`src/rtl/alu_result_packer.sv`:
```
// Packs four ALU decoder results (sel 0..3) into one frame, checks sequence order, buffers frames.
// Optional frame consistency checking is built when ALU_PACK_CHECK_EN is defined.
module alu_result_packer #(
  parameter int DATA_W = 8,
  parameter int DEPTH  = 4
) (
  input  logic                clk,
  input  logic                rst_n,
  input  logic                in_valid,
  input  logic [DATA_W-1:0]   in_result,
  input  logic [1:0]          in_sel,
  output logic                out_valid,
  input  logic                out_ready,
  output logic [4*DATA_W-1:0] out_frame,
  output logic                seq_err,
  output logic [7:0]          drop_cnt,
  output logic                chk_err
);
  // state | meaning
  // WAIT0 | idle, waiting for a sel 0 result to start a frame
  // GOT0  | lane0 held, expecting sel 1
  // GOT1  | lanes 0..1 held, expecting sel 2
  // GOT2  | lanes 0..2 held, expecting sel 3 to complete the frame
  typedef enum logic [1:0] {WAIT0, GOT0, GOT1, GOT2} state_t;

  localparam int PW = $clog2(DEPTH);

  state_t              state;
  logic [DATA_W-1:0]   lane0, lane1, lane2;
  logic [4*DATA_W-1:0] mem [DEPTH];
  logic [PW:0]         wr_ptr, rd_ptr;
  logic                empty, full, pop, frame_done, push;
  logic [4*DATA_W-1:0] frame_data;

  assign frame_done = in_valid && (state == GOT2) && (in_sel == 2'd3);
  assign frame_data = {in_result, lane2, lane1, lane0};

  always_ff @(posedge clk or negedge rst_n) begin
    if (!rst_n) begin
      state   <= WAIT0;
      lane0   <= '0;
      lane1   <= '0;
      lane2   <= '0;
      seq_err <= 1'b0;
    end else begin
      seq_err <= 1'b0;
      if (in_valid) begin
        case (state)
          WAIT0: begin
            if (in_sel == 2'd0) begin
              lane0 <= in_result;
              state <= GOT0;
            end else begin
              seq_err <= 1'b1;
            end
          end
          GOT0: begin
            if (in_sel == 2'd1) begin
              lane1 <= in_result;
              state <= GOT1;
            end else begin
              seq_err <= 1'b1;
              if (in_sel == 2'd0) lane0 <= in_result;
              state <= (in_sel == 2'd0) ? GOT0 : WAIT0;
            end
          end
          GOT1: begin
            if (in_sel == 2'd2) begin
              lane2 <= in_result;
              state <= GOT2;
            end else begin
              seq_err <= 1'b1;
              if (in_sel == 2'd0) lane0 <= in_result;
              state <= (in_sel == 2'd0) ? GOT0 : WAIT0;
            end
          end
          default: begin
            // sel 3 completes the frame; the push itself happens in the FIFO block
            if (in_sel != 2'd3) begin
              seq_err <= 1'b1;
              if (in_sel == 2'd0) lane0 <= in_result;
              state <= (in_sel == 2'd0) ? GOT0 : WAIT0;
            end else begin
              state <= WAIT0;
            end
          end
        endcase
      end
    end
  end

  assign empty     = (wr_ptr == rd_ptr);
  assign full      = (wr_ptr[PW] != rd_ptr[PW]) && (wr_ptr[PW-1:0] == rd_ptr[PW-1:0]);
  assign out_valid = !empty;
  assign out_frame = empty ? '0 : mem[rd_ptr[PW-1:0]];
  assign pop       = out_valid && out_ready;
  // when full, a same-edge pop frees the slot the new frame overwrites
  assign push      = frame_done && (!full || pop);

  always_ff @(posedge clk or negedge rst_n) begin
    if (!rst_n) begin
      wr_ptr   <= '0;
      rd_ptr   <= '0;
      drop_cnt <= '0;
    end else begin
      if (push) wr_ptr <= wr_ptr + 1'b1;
      if (pop)  rd_ptr <= rd_ptr + 1'b1;
      if (frame_done && !push && (drop_cnt != 8'hFF)) drop_cnt <= drop_cnt + 8'd1;
    end
  end

  always_ff @(posedge clk) begin
    if (push) mem[wr_ptr[PW-1:0]] <= frame_data;
  end

`ifdef ALU_PACK_CHECK_EN
  logic frame_bad;
  always_comb begin
    frame_bad = 1'b0;
    if (in_result > DATA_W'(1))                 frame_bad = 1'b1;
    if ((lane1 & lane2) != lane2)               frame_bad = 1'b1;
    if ((lane1 == '0) && (in_result != '0))     frame_bad = 1'b1;
    if ((lane0 != '0) && (in_result != DATA_W'(1))) frame_bad = 1'b1;
  end

  always_ff @(posedge clk or negedge rst_n) begin
    if (!rst_n) chk_err <= 1'b0;
    else        chk_err <= frame_done && frame_bad;
  end
`else
  assign chk_err = 1'b0;
`endif

endmodule

```
`config.mk`:
```
export PLATFORM = sky130hd
export DESIGN_NAME = alu_result_packer
export DESIGN_NICKNAME = d
export VERILOG_FILES = /design/src/rtl/alu_result_packer.sv
export SDC_FILE = /design/constraint.sdc
export NUM_CORES = 1
export LEC_CHECK = 0
export ABC_AREA = 1
export ABC_CLOCK_PERIOD_IN_PS = 6300
export CELL_PAD_IN_SITES_DETAIL_PLACEMENT = 1
export CELL_PAD_IN_SITES_GLOBAL_PLACEMENT = 1
export CORE_MARGIN = 2
export CORE_UTILIZATION = 40
export CTS_CLUSTER_SIZE = 40
export DETAILED_ROUTE_END_ITERATION = 10
export PLACE_DENSITY_LB_ADDON = 0.08
export SYNTH_ARGS = -nofsm -noshare
export SYNTH_HDL_FRONTEND = slang
export SYNTH_SLANG_ARGS = --single-unit
```
`constraint.sdc`:
```
create_clock -name clk -period 6.3 [get_ports clk]
set_clock_uncertainty 0.05 [all_clocks]
set_input_delay 1.26 -clock clk [delete_from_list [all_inputs] [get_ports clk]]
set_output_delay 1.26 -clock clk [all_outputs]
set_load 0.02 [all_outputs]
```
==> flow_summary.ini <==
[floorplanning]
die_area_um2 = 18600
die_y_um = 136
core-area_um2 = 17200
io-pin-count = 57
initial_core_util_pct = 40.7
row_count = 48
die_width_um = 136

[routing]
ant_nets = 0
firstDrtPassIters = 4
via_per_inst = 5.14
wire_per_inst_um = 18.2
drtIter0Drc = 258
routed_wl_um = 16500
post-route-drc-count = 0
vias = 4657

[clocking]
clk_latency_ns = 0.42
cts_tree = done
cts.reportedPaths.clkPinSlew_ns = 0.06
cts_setup_buffers = 0
postCtsHoldBufs = 0
numCtsBuffers = 17
clock_sinks = 169
root_buffer = clkbuf_16
cts.repair.resized = 0
htreeDepth = 4
ctsLongestPathBuffers = 2

[flow_run]
cap_violations = 0

[synth]
yosysTopAreaCellShare_pct = 54.8
yosys.area.top_type = edfxtp_1
netlist_area_um2 = 7020
yosys_warnings = 0
async_flop_share_pct = 24.3
netlist_instances = 616
synthTopCellsByArea = edfxtp_1 (55%), dfrtp_1 (15%), nand2_1 (5.9%)
avgSynthCellArea_um2 = 11.4
synth-seq-area-share_pct = 69.4
syn_nets = 636
ys_types = 35
synth-seq-cells = 169
ys.flop_type = edfxtp_1
synth_edf_count = 128

[sta]
setup-tns-final_ns = 0
max-slew-margin-rel_pct = 27.1
fin_crit_ns = 4.71
slew_violations = 0
fmax_mhz = 212
fin_crit_sh_pct = 74.8
tightest_slew_ns = 1.09
hold_viol = 0
setup_viol = 0
rsz0062_at_grt = no
setup_slack_ns = 1.59

[global_routing]
grt_pass1_vias = 4905
grt-ovfl-total = 0
grt_pass1_wl_um = 26500
grt_max_degree = 67
antenna_found_initial = 0
track_usage_pct = 19.3

[placed_design]
port-buffer-count = 55
place_ws_ns = 1.95
dp_hpwl_um = 9570
postPlaceCellArea_um2 = 7740
gp_congestion = 0.688

[worst_setup_path]
cpMostUsedCell = nand2_1
cp_max_fo = 35
required_ns = 4.99
arrival_ns = 3.40
end_kind = primary output
crit_path_start_kind = register
critical_path_class = reg2out
slowest_stage = nand3_2
crit_chain = buf_4 > inv_2 > nand2_1 > nand2_1 > nand3_2 > nand2_1 > inv_1 > clkdlybuf4s50_1
max_stage_delay_ns = 0.65

[power_and_ir_drop]
total_power_mw = 3.61
static-leakage-power_nw = 3.25
power_density_nw_per_um2 = 437
peakVddDrop_uv = 245

[run_status]
run_status = complete, no violations

[hold_path]
holdCritPathClass = reg2reg

[cells_and_area]
layout.nets = 688
multiInputGateArea_um2 = 1760
fill_cells = 1847
utilization_pct = 47.9
layout_common_cells = edfxtp_1 (128), nand2_1 (111), o21ai_0 (76)
diodes = 0
finalInstanceArea_um2 = 8260
register_area_um2 = 4870
final_common_cell = edfxtp_1
drive_above_1_share_pct = 7.64
syn_to_final_growth_pct = 17.8
## cells in the mapped netlist (6+ instances only)
master	n
nand4_1	8
ha_1	6
o21ai_1	15
nand3_1	7
dfrtp_1	41
o21ai_0	76
nand2_1	111
clkbuf_1	9
o22ai_1	32
buf_2	12
nor2_1	77
edfxtp_1	128
inv_1	58
## logic make-up (layout without fill, tap and decap cells)
family | count (synthesis) | after routing | share of synthesized area (%)
and+or+nand+nor | 216 | 216 | 13.2
buffers and inverters | 90 | 155 | 5.63
DFF | 169 | 169 | 69.4
adders and majority gates | 6 | 6 | 1.07
AOI/OAI and AO/OA | 130 | 130 | 10.1
xor gates and xnor gates | 4 | 4 | 0.499
other | 1 | 1 | 0.0534
## final timing paths
path,start,end,slack (ns),cells after the start
max in group asynchronous,rst_n,rd_ptr[0],4.52,1
min in group asynchronous,rst_n,lane2[4],0.98,1
hold reg to reg,lane0[7],mem[2][7],0.46,0
setup / recovery,rd_ptr[1],out_frame[2],1.59,8
hold / removal,lane0[7],mem[2][7],0.46,0
setup reg to reg,rd_ptr[1],mem[0][23],2.91,10
## worst max-delay path, delay by kind of cell (launching register included)
family                 cells  cell delay [ns]
buffers and inverters      4             1.39
AND/OR/NAND/NOR            4             1.19
flip-flops                 1             0.36
## routing by layer
metal | wire (µm) | up-vias | part of all wire, % | GRT usage, %
li1 | - | 2217 | - | -
met5 | 0 | - | 0 | 0
met1 | 7500 | 2361 | 45 | 25.1
met4 | 235 | 0 | 1.4 | 6.19
met3 | 392 | 17 | 2.4 | 4.10
met2 | 8400 | 62 | 51 | 32.4
## per-stage QoR
step                      std cells  hold slack [ns]
after floorplan                 616            0.426
after global placement          874            0.439
after detailed placement        874            0.452
after CTS                       906            0.468
after global routing            906            0.482
final                           906            0.462
## layout make-up
| cell class | instances | area share, % |
|---|---|---|
| clock buffers | 26 | 5.68 |
| flip-flops and latches | 169 | 58.9 |
| multi-input cells | 357 | 21.3 |
| well taps | 225 | 3.41 |
| inverters | 62 | 2.88 |
| repair buffers | 61 | 7.15 |
| clock inverters | 6 | 0.636 |
## sequential cells by signal (all words and copies together), names as in the netlist
register	count
lane0	8
lane2	8
lane1	8
wr_ptr	3
seq_err	1
rd_ptr	3
state	2
drop_cnt	8
mem	128
## power breakdown
group	total [mW]	leakage, nW	switching (mW)	internal (mW)
combinational	1.31	1.29	0.810	0.502
clock	0.948	0.255	0.398	0.550
sequential	1.35	1.70	0.0623	1.29
Power figures use the tool's default switching activity.
